<file path="config.mk">
export PLATFORM = sky130hd
export DESIGN_NAME = run_ctrl
export DESIGN_NICKNAME = d
export VERILOG_FILES = /design/src/rtl/run_ctrl.sv
export SDC_FILE = /design/constraint.sdc
export NUM_CORES = 1
export LEC_CHECK = 0
export ABC_AREA = 1
export BUFFER_PORTS_ARGS = -buffer_cell sky130_fd_sc_hd__buf_2
export CORE_AREA = 2 2 54 56
export CTS_BUF_LIST = sky130_fd_sc_hd__clkbuf_2 sky130_fd_sc_hd__clkbuf_4 sky130_fd_sc_hd__clkbuf_8
export CTS_CLUSTER_DIAMETER = 150
export DETAILED_ROUTE_END_ITERATION = 6
export DIE_AREA = 0 0 56 58
export PLACE_DENSITY = 0.75
export SKIP_LAST_GASP = 1
export SLEW_MARGIN = 20
export SYNTH_ARGS = -nofsm -noshare
export SYNTH_HDL_FRONTEND = slang
export SYNTH_SLANG_ARGS = --single-unit
</file>
<file path="constraint.sdc">
create_clock -name clk -period 1.36 [get_ports clk]
set_input_delay 0 -clock clk [delete_from_list [all_inputs] [get_ports clk]]
set_output_delay 0 -clock clk [all_outputs]
set_load 0.02 [all_outputs]
</file>
<file path="src/rtl/run_ctrl.sv">
// run_ctrl -- sequences one program execution on the CPU core.
//
// On an accepted start the core is held in reset for RST_CYC cycles. It then
// receives a single-cycle req and runs until it raises done. The number of
// RUN cycles is counted and saturates at 2^CW-1. Completion is reported
// through the sticky finished flag.
//
// Optional watchdog: define RUN_CTRL_TIMEOUT_EN to abort a run once TIMEOUT
// RUN cycles have elapsed without done; the abort sets the sticky timed_out
// flag. Without the macro timed_out is tied low, RUN waits indefinitely and
// TIMEOUT is only range-checked.
//
// Parameters:
//   CW          width of cycle_count
//   RST_CYC     cycles the core is held in reset after a start (>= 1)
//   TIMEOUT     RUN-cycle limit of the watchdog (1 .. 2^CW-1)
//
// Ports:
//   clk          single clock
//   reset        synchronous active-high reset
//   start        host launch request, level sampled on every edge
//   core_done    done output of the CPU
//   core_reset   drives the CPU reset
//   core_req     drives the CPU req
//   busy         a run is in progress
//   finished     last run ended with core_done (sticky)
//   timed_out    last run was aborted by the watchdog (sticky)
//   cycle_count  RUN cycles of the current or last run

module run_ctrl #(
   parameter int CW      = 16,
   parameter int RST_CYC = 2,
   parameter int TIMEOUT = 60000
) (
   input  logic          clk,
   input  logic          reset,
   input  logic          start,
   input  logic          core_done,
   output logic          core_reset,
   output logic          core_req,
   output logic          busy,
   output logic          finished,
   output logic          timed_out,
   output logic [CW-1:0] cycle_count
);

   // Elaboration-time parameter range checks
   if (RST_CYC < 1) begin : g_bad_rst_cyc
      $error("run_ctrl: RST_CYC must be at least 1");
   end
   if ((TIMEOUT < 1) || (longint'(TIMEOUT) > ((longint'(1) << CW) - 1))) begin : g_bad_timeout
      $error("run_ctrl: TIMEOUT must lie in 1 .. 2^CW-1");
   end

   localparam int HW = $clog2(RST_CYC + 1);
   localparam logic [HW-1:0] HOLD_LAST = HW'(RST_CYC - 1);

`ifdef RUN_CTRL_TIMEOUT_EN
   localparam logic [CW-1:0] TMO_LAST = CW'(TIMEOUT - 1);

   typedef enum logic [2:0] {
      IDLE, HOLD, REQ, RUN, DONE, TOUT
   } state_t;
`else
   typedef enum logic [2:0] {
      IDLE, HOLD, REQ, RUN, DONE
   } state_t;
`endif

   state_t        state;
   state_t        state_next;
   logic [HW-1:0] hold_cnt;
   logic          launch;
   logic          run_edge;
   logic          set_finished;
`ifdef RUN_CTRL_TIMEOUT_EN
   logic          set_timed_out;
   logic          timed_out_q;
`endif

   // Next-state decode. launch marks the edge that accepts a start, run_edge
   // marks every edge taken from RUN (including the one that leaves it).
   always_comb begin
      state_next    = state;
      launch        = 1'b0;
      run_edge      = 1'b0;
      set_finished  = 1'b0;
`ifdef RUN_CTRL_TIMEOUT_EN
      set_timed_out = 1'b0;
`endif
      case (state)
         IDLE, DONE: begin
            if (start) begin
               state_next = HOLD;
               launch     = 1'b1;
            end
         end
`ifdef RUN_CTRL_TIMEOUT_EN
         TOUT: begin
            if (start) begin
               state_next = HOLD;
               launch     = 1'b1;
            end
         end
`endif
         HOLD: begin
            if (hold_cnt == HOLD_LAST) begin
               state_next = REQ;
            end
         end
         REQ: begin
            state_next = RUN;
         end
         RUN: begin
            run_edge = 1'b1;
            // done has priority over a watchdog expiry on the same edge
            if (core_done) begin
               state_next   = DONE;
               set_finished = 1'b1;
            end
`ifdef RUN_CTRL_TIMEOUT_EN
            else if (cycle_count == TMO_LAST) begin
               state_next    = TOUT;
               set_timed_out = 1'b1;
            end
`endif
         end
         default: begin
            state_next = IDLE;
         end
      endcase
   end

   // State register, hold counter, saturating cycle counter, sticky flags
   always_ff @(posedge clk) begin
      if (reset) begin
         state       <= IDLE;
         hold_cnt    <= '0;
         cycle_count <= '0;
         finished    <= 1'b0;
`ifdef RUN_CTRL_TIMEOUT_EN
         timed_out_q <= 1'b0;
`endif
      end else begin
         state <= state_next;

         if (launch) begin
            hold_cnt <= '0;
         end else if (state == HOLD) begin
            hold_cnt <= hold_cnt + 1'b1;
         end

         if (launch) begin
            cycle_count <= '0;
         end else if (run_edge && (cycle_count != '1)) begin
            cycle_count <= cycle_count + 1'b1;
         end

         if (launch) begin
            finished <= 1'b0;
         end else if (set_finished) begin
            finished <= 1'b1;
         end

`ifdef RUN_CTRL_TIMEOUT_EN
         if (launch) begin
            timed_out_q <= 1'b0;
         end else if (set_timed_out) begin
            timed_out_q <= 1'b1;
         end
`endif
      end
   end

`ifdef RUN_CTRL_TIMEOUT_EN
   assign timed_out = timed_out_q;
`else
   assign timed_out = 1'b0;
`endif

   // Core controls and busy are decoded purely from the state register
   assign core_reset = (state != REQ) && (state != RUN);
   assign core_req   = (state == REQ);
   assign busy       = (state == HOLD) || (state == REQ) || (state == RUN);

endmodule

</file>
==> impl_metrics.json <==
{
  "status": "finished, violations left",
  "failed_checks": "negative setup slack",
  "fin_worst_skew_ns": 0.004741,
  "critPathSlowestCell": "sky130_fd_sc_hd__dfxtp_1",
  "ff2ff_path_depth": 9,
  "grt_first_pass_wirelength_um": 4712,
  "antenna_left": 0,
  "syn-cell-area_um2": 1292,
  "worst_ir_drop_vdd_uv": 831.7,
  "worst_r2r_startpoint": "cycle_count[4]",
  "startpoint_type": "flip-flop",
  "avgViaCountPerCell": 5.000,
  "synth_enable_flop_cells": 0,
  "die_width_um": 56,
  "cts_max_path_buffers": 2,
  "clk-insertion-delay-late_ns": 0.31,
  "internal-power_w": 0.001064,
  "hold_slack_ns": 0.07727,
  "syn-instance-count": 197,
  "min-delay-start": "start",
  "crit_path_cell_trace": "nand2_1 > nor2_4 > nand2_2 > inv_2 > nand2_2 > nand2_2 > nand2_1 > nand2_1 > nor2_1",
  "growth_of_design_area_from_synthesis_to_finish_pct": 34.66,
  "layout_min_cycle_time_ns": 1.393,
  "syn_area_per_cell_um2": 6.561,
  "setup.worst_path.class": "reg2reg",
  "ios": 25,
  "antenna_violations_before_repair": 0,
  "layout.core_utilization_pct": 65.37,
  "tritoncts": "done",
  "num-nets-final": 253,
  "detail_route.first_pass.iterations": 4,
  "first_iter_violations": 53,
  "numPortBuffers": 23,
  "num_antenna_cells": 0,
  "crit_path_max_fanout": 5,
  "die_area_um2": 3248,
  "fin_setup_tns_ns": -0.04086,
  "cts_made_buffers": 3,
  "global_route_congestion_overflow_total": 0,
  "max_freq_ghz": 0.7181,
  "drive_gt1_share_pct": 36.99,
  "routed-via-count": 1385,
  "power_density_nw_per_um2": 929.6,
  "route.detailed.wl_per_inst_um": 11.29,
  "met3_length_um": 124,
  "initial_util_pct": 48.54,
  "final_max_slew_viol_count": 0,
  "power_frac_comb_pct": 30.8,
  "postLayoutSetupSlackWorst_ns": -0.03264,
  "clock_tree.root_cell": "sky130_fd_sc_hd__clkbuf_4",
  "setup.worst_path.end_class": "flip-flop",
  "first_global_vias": 1110,
  "final_common_cell": "sky130_fd_sc_hd__nand2_1",
  "gp_congestion": 0.8028,
  "pin_count_of_the_biggest_net_entering_global_routing": 13,
  "synth.area.top_cells": "sky130_fd_sc_hd__dfxtp_1, sky130_fd_sc_hd__nand2_1, sky130_fd_sc_hd__nor2_1",
  "finish.cell_count_without_fillers": 277,
  "leakagePower_nw": 0.7852,
  "switching_power_w": 0.0005538,
  "dp_hpwl_um": 2151,
  "hold_critical_path_depth": 5,
  "drc": 0,
  "share_clk_of_total_power_pct": 23.3,
  "synthesis.nets": 203,
  "power_frac_seq_pct": 45.8,
  "hold_viol_final": 0,
  "fp-row-count": 19,
  "ys_dominant_reg_cell": "sky130_fd_sc_hd__dfxtp_1",
  "cp.required_ns": 1.59,
  "met1Wirelength_um": 1410,
  "postSynthRegisterBits": 22,
  "synthArstFlopShare_pct": 0,
  "post_place_cells": 265,
  "routed_wl_um": 3128,
  "grt_setup_unrepaired": "true",
  "setup.worst_path.start": "cycle_count[4]",
  "yosysWarnings": 0,
  "critPathMaxStageDelay_ns": 0.41,
  "finalCritPeriodShare_pct": 102.4,
  "netlist.top_cell.by_area": "sky130_fd_sc_hd__dfxtp_1",
  "final.fill_count": 236,
  "hold_path_class": "in2reg",
  "setup_viol": 2,
  "p_sw_share_pct": 34.23,
  "synth_top_cell_area_share_pct": 34.08,
  "die_height_um": 58,
  "clkTransAtPathRegs_ns": 0.13,
  "route.top_layer_used": "met4",
  "clock_sink_count": 22,
  "critPathArrivalTime_ns": 1.62,
  "maxCapViolCount": 0,
  "core_area_um2": 2663,
  "synthDistinctLibCells": 27,
  "seq_area_frac_synth_pct": 34.08,
  "global_route.usage.total_pct": 18.15,
  "h-tree-depth": 1,
  "layout_common_cells": "sky130_fd_sc_hd__nand2_1, sky130_fd_sc_hd__nor2_1, sky130_fd_sc_hd__buf_2, sky130_fd_sc_hd__buf_4, sky130_fd_sc_hd__inv_1",
  "met2_length_um": 1549
}
==> sequential cells by signal, indices dropped and copies added (netlist names) <==
| name | cells |
|---|---|
| cycle_count | 16 |
| state | 3 |
| hold_cnt | 2 |
| finished | 1 |
==> synth_stat cells (2+ instances only) <==
master and number:
sky130_fd_sc_hd__xor2_1 2, sky130_fd_sc_hd__nor2_4 5, sky130_fd_sc_hd__nand3_1 15, sky130_fd_sc_hd__dfxtp_1 22, sky130_fd_sc_hd__nand4_1 5, sky130_fd_sc_hd__nor2_1 40, sky130_fd_sc_hd__nor3_1 2, sky130_fd_sc_hd__a21oi_1 15
sky130_fd_sc_hd__nand2_1 44, sky130_fd_sc_hd__inv_1 19, sky130_fd_sc_hd__inv_2 2, sky130_fd_sc_hd__o21ai_0 4, sky130_fd_sc_hd__nand3b_1 2, sky130_fd_sc_hd__nand2_2 4, sky130_fd_sc_hd__a21oi_2 2, sky130_fd_sc_hd__ha_1 2
sky130_fd_sc_hd__nor2_2 2
==> cells by family after synthesis <==
| logic type | after synthesis | synth area share, % |
|---|---|---|
| compound gates | 22 | 9.294 |
| xor+xnor | 2 | 1.356 |
| simple gates | 125 | 45.98 |
| other cells | 1 | 0.2901 |
| fa+ha+maj | 2 | 1.936 |
| flops | 22 | 34.08 |
| buf+inv | 23 | 7.067 |
==> timing repair <==
item | in CTS | in global routing
gates cloned | 0 | 1
hold buffers | 2 | 0
endpoints found under the setup margin | 8 | 17
gates resized for setup | 0 | 22
hold endpoints to repair | 3 | 0
setup buffers | 0 | 5
pin swaps | 1 | 11
==> worst max-delay path: cells and delay by family, from the launching register on <==
family                 cells  cell delay, ns
DFF                        1            0.41
and+or+nand+nor            8            0.76
buffers and inverters      1            0.11
==> routing by layer <==
layer	global-route usage [%]	vias to the layer above
met4	6.122	0
li1	-	730
met3	2.455	6
met1	24.58	616
met2	30.08	33
met5	0	-
==> worst paths after layout <==
check / to / slack [ns]
worst max-delay path: cycle_count[4] / -0.03
worst min-delay path: state[1] / 0.08
worst max register to register: cycle_count[4] / -0.03
worst min register to register: finished / 0.45
==> power groups by stage <==
stage / Clock [W] / Sequential, W / Combinational [W]
detailed placement: 0 / 0.000752 / 0.000456
floorplan: 0 / 0.000749 / 0.000322
global route: 0.000404 / 0.000750 / 0.000561
CTS: 0.000384 / 0.000737 / 0.000464
global placement: 0 / 0.000750 / 0.000455
finish: 0.000378 / 0.000742 / 0.000499
==> stage by stage <==
step | worst slack [ns] | instance area (µm²) | power (W)
floorplan | 0.0004596 | 1323 | 0.001072
global placement | 0.0002510 | 1584 | 0.001204
detailed placement | -0.01800 | 1584 | 0.001207
CTS | -0.01412 | 1640 | 0.001585
global route | -0.1115 | 1740 | 0.001715
finish | -0.03264 | 1740 | 0.001618
==> final cells by class <==
class / count / area, µm² / area share, %
Sequential cell: 22 / 455.4 / 26.17
Clock buffer: 4 / 36.28 / 2.085
Timing Repair Buffer: 46 / 296.5 / 17.04
Tap cell: 31 / 38.79 / 2.229
Multi-Input combinational cell: 153 / 832.0 / 47.81
Inverter: 21 / 81.33 / 4.673
(Power assumes the default switching activity.)
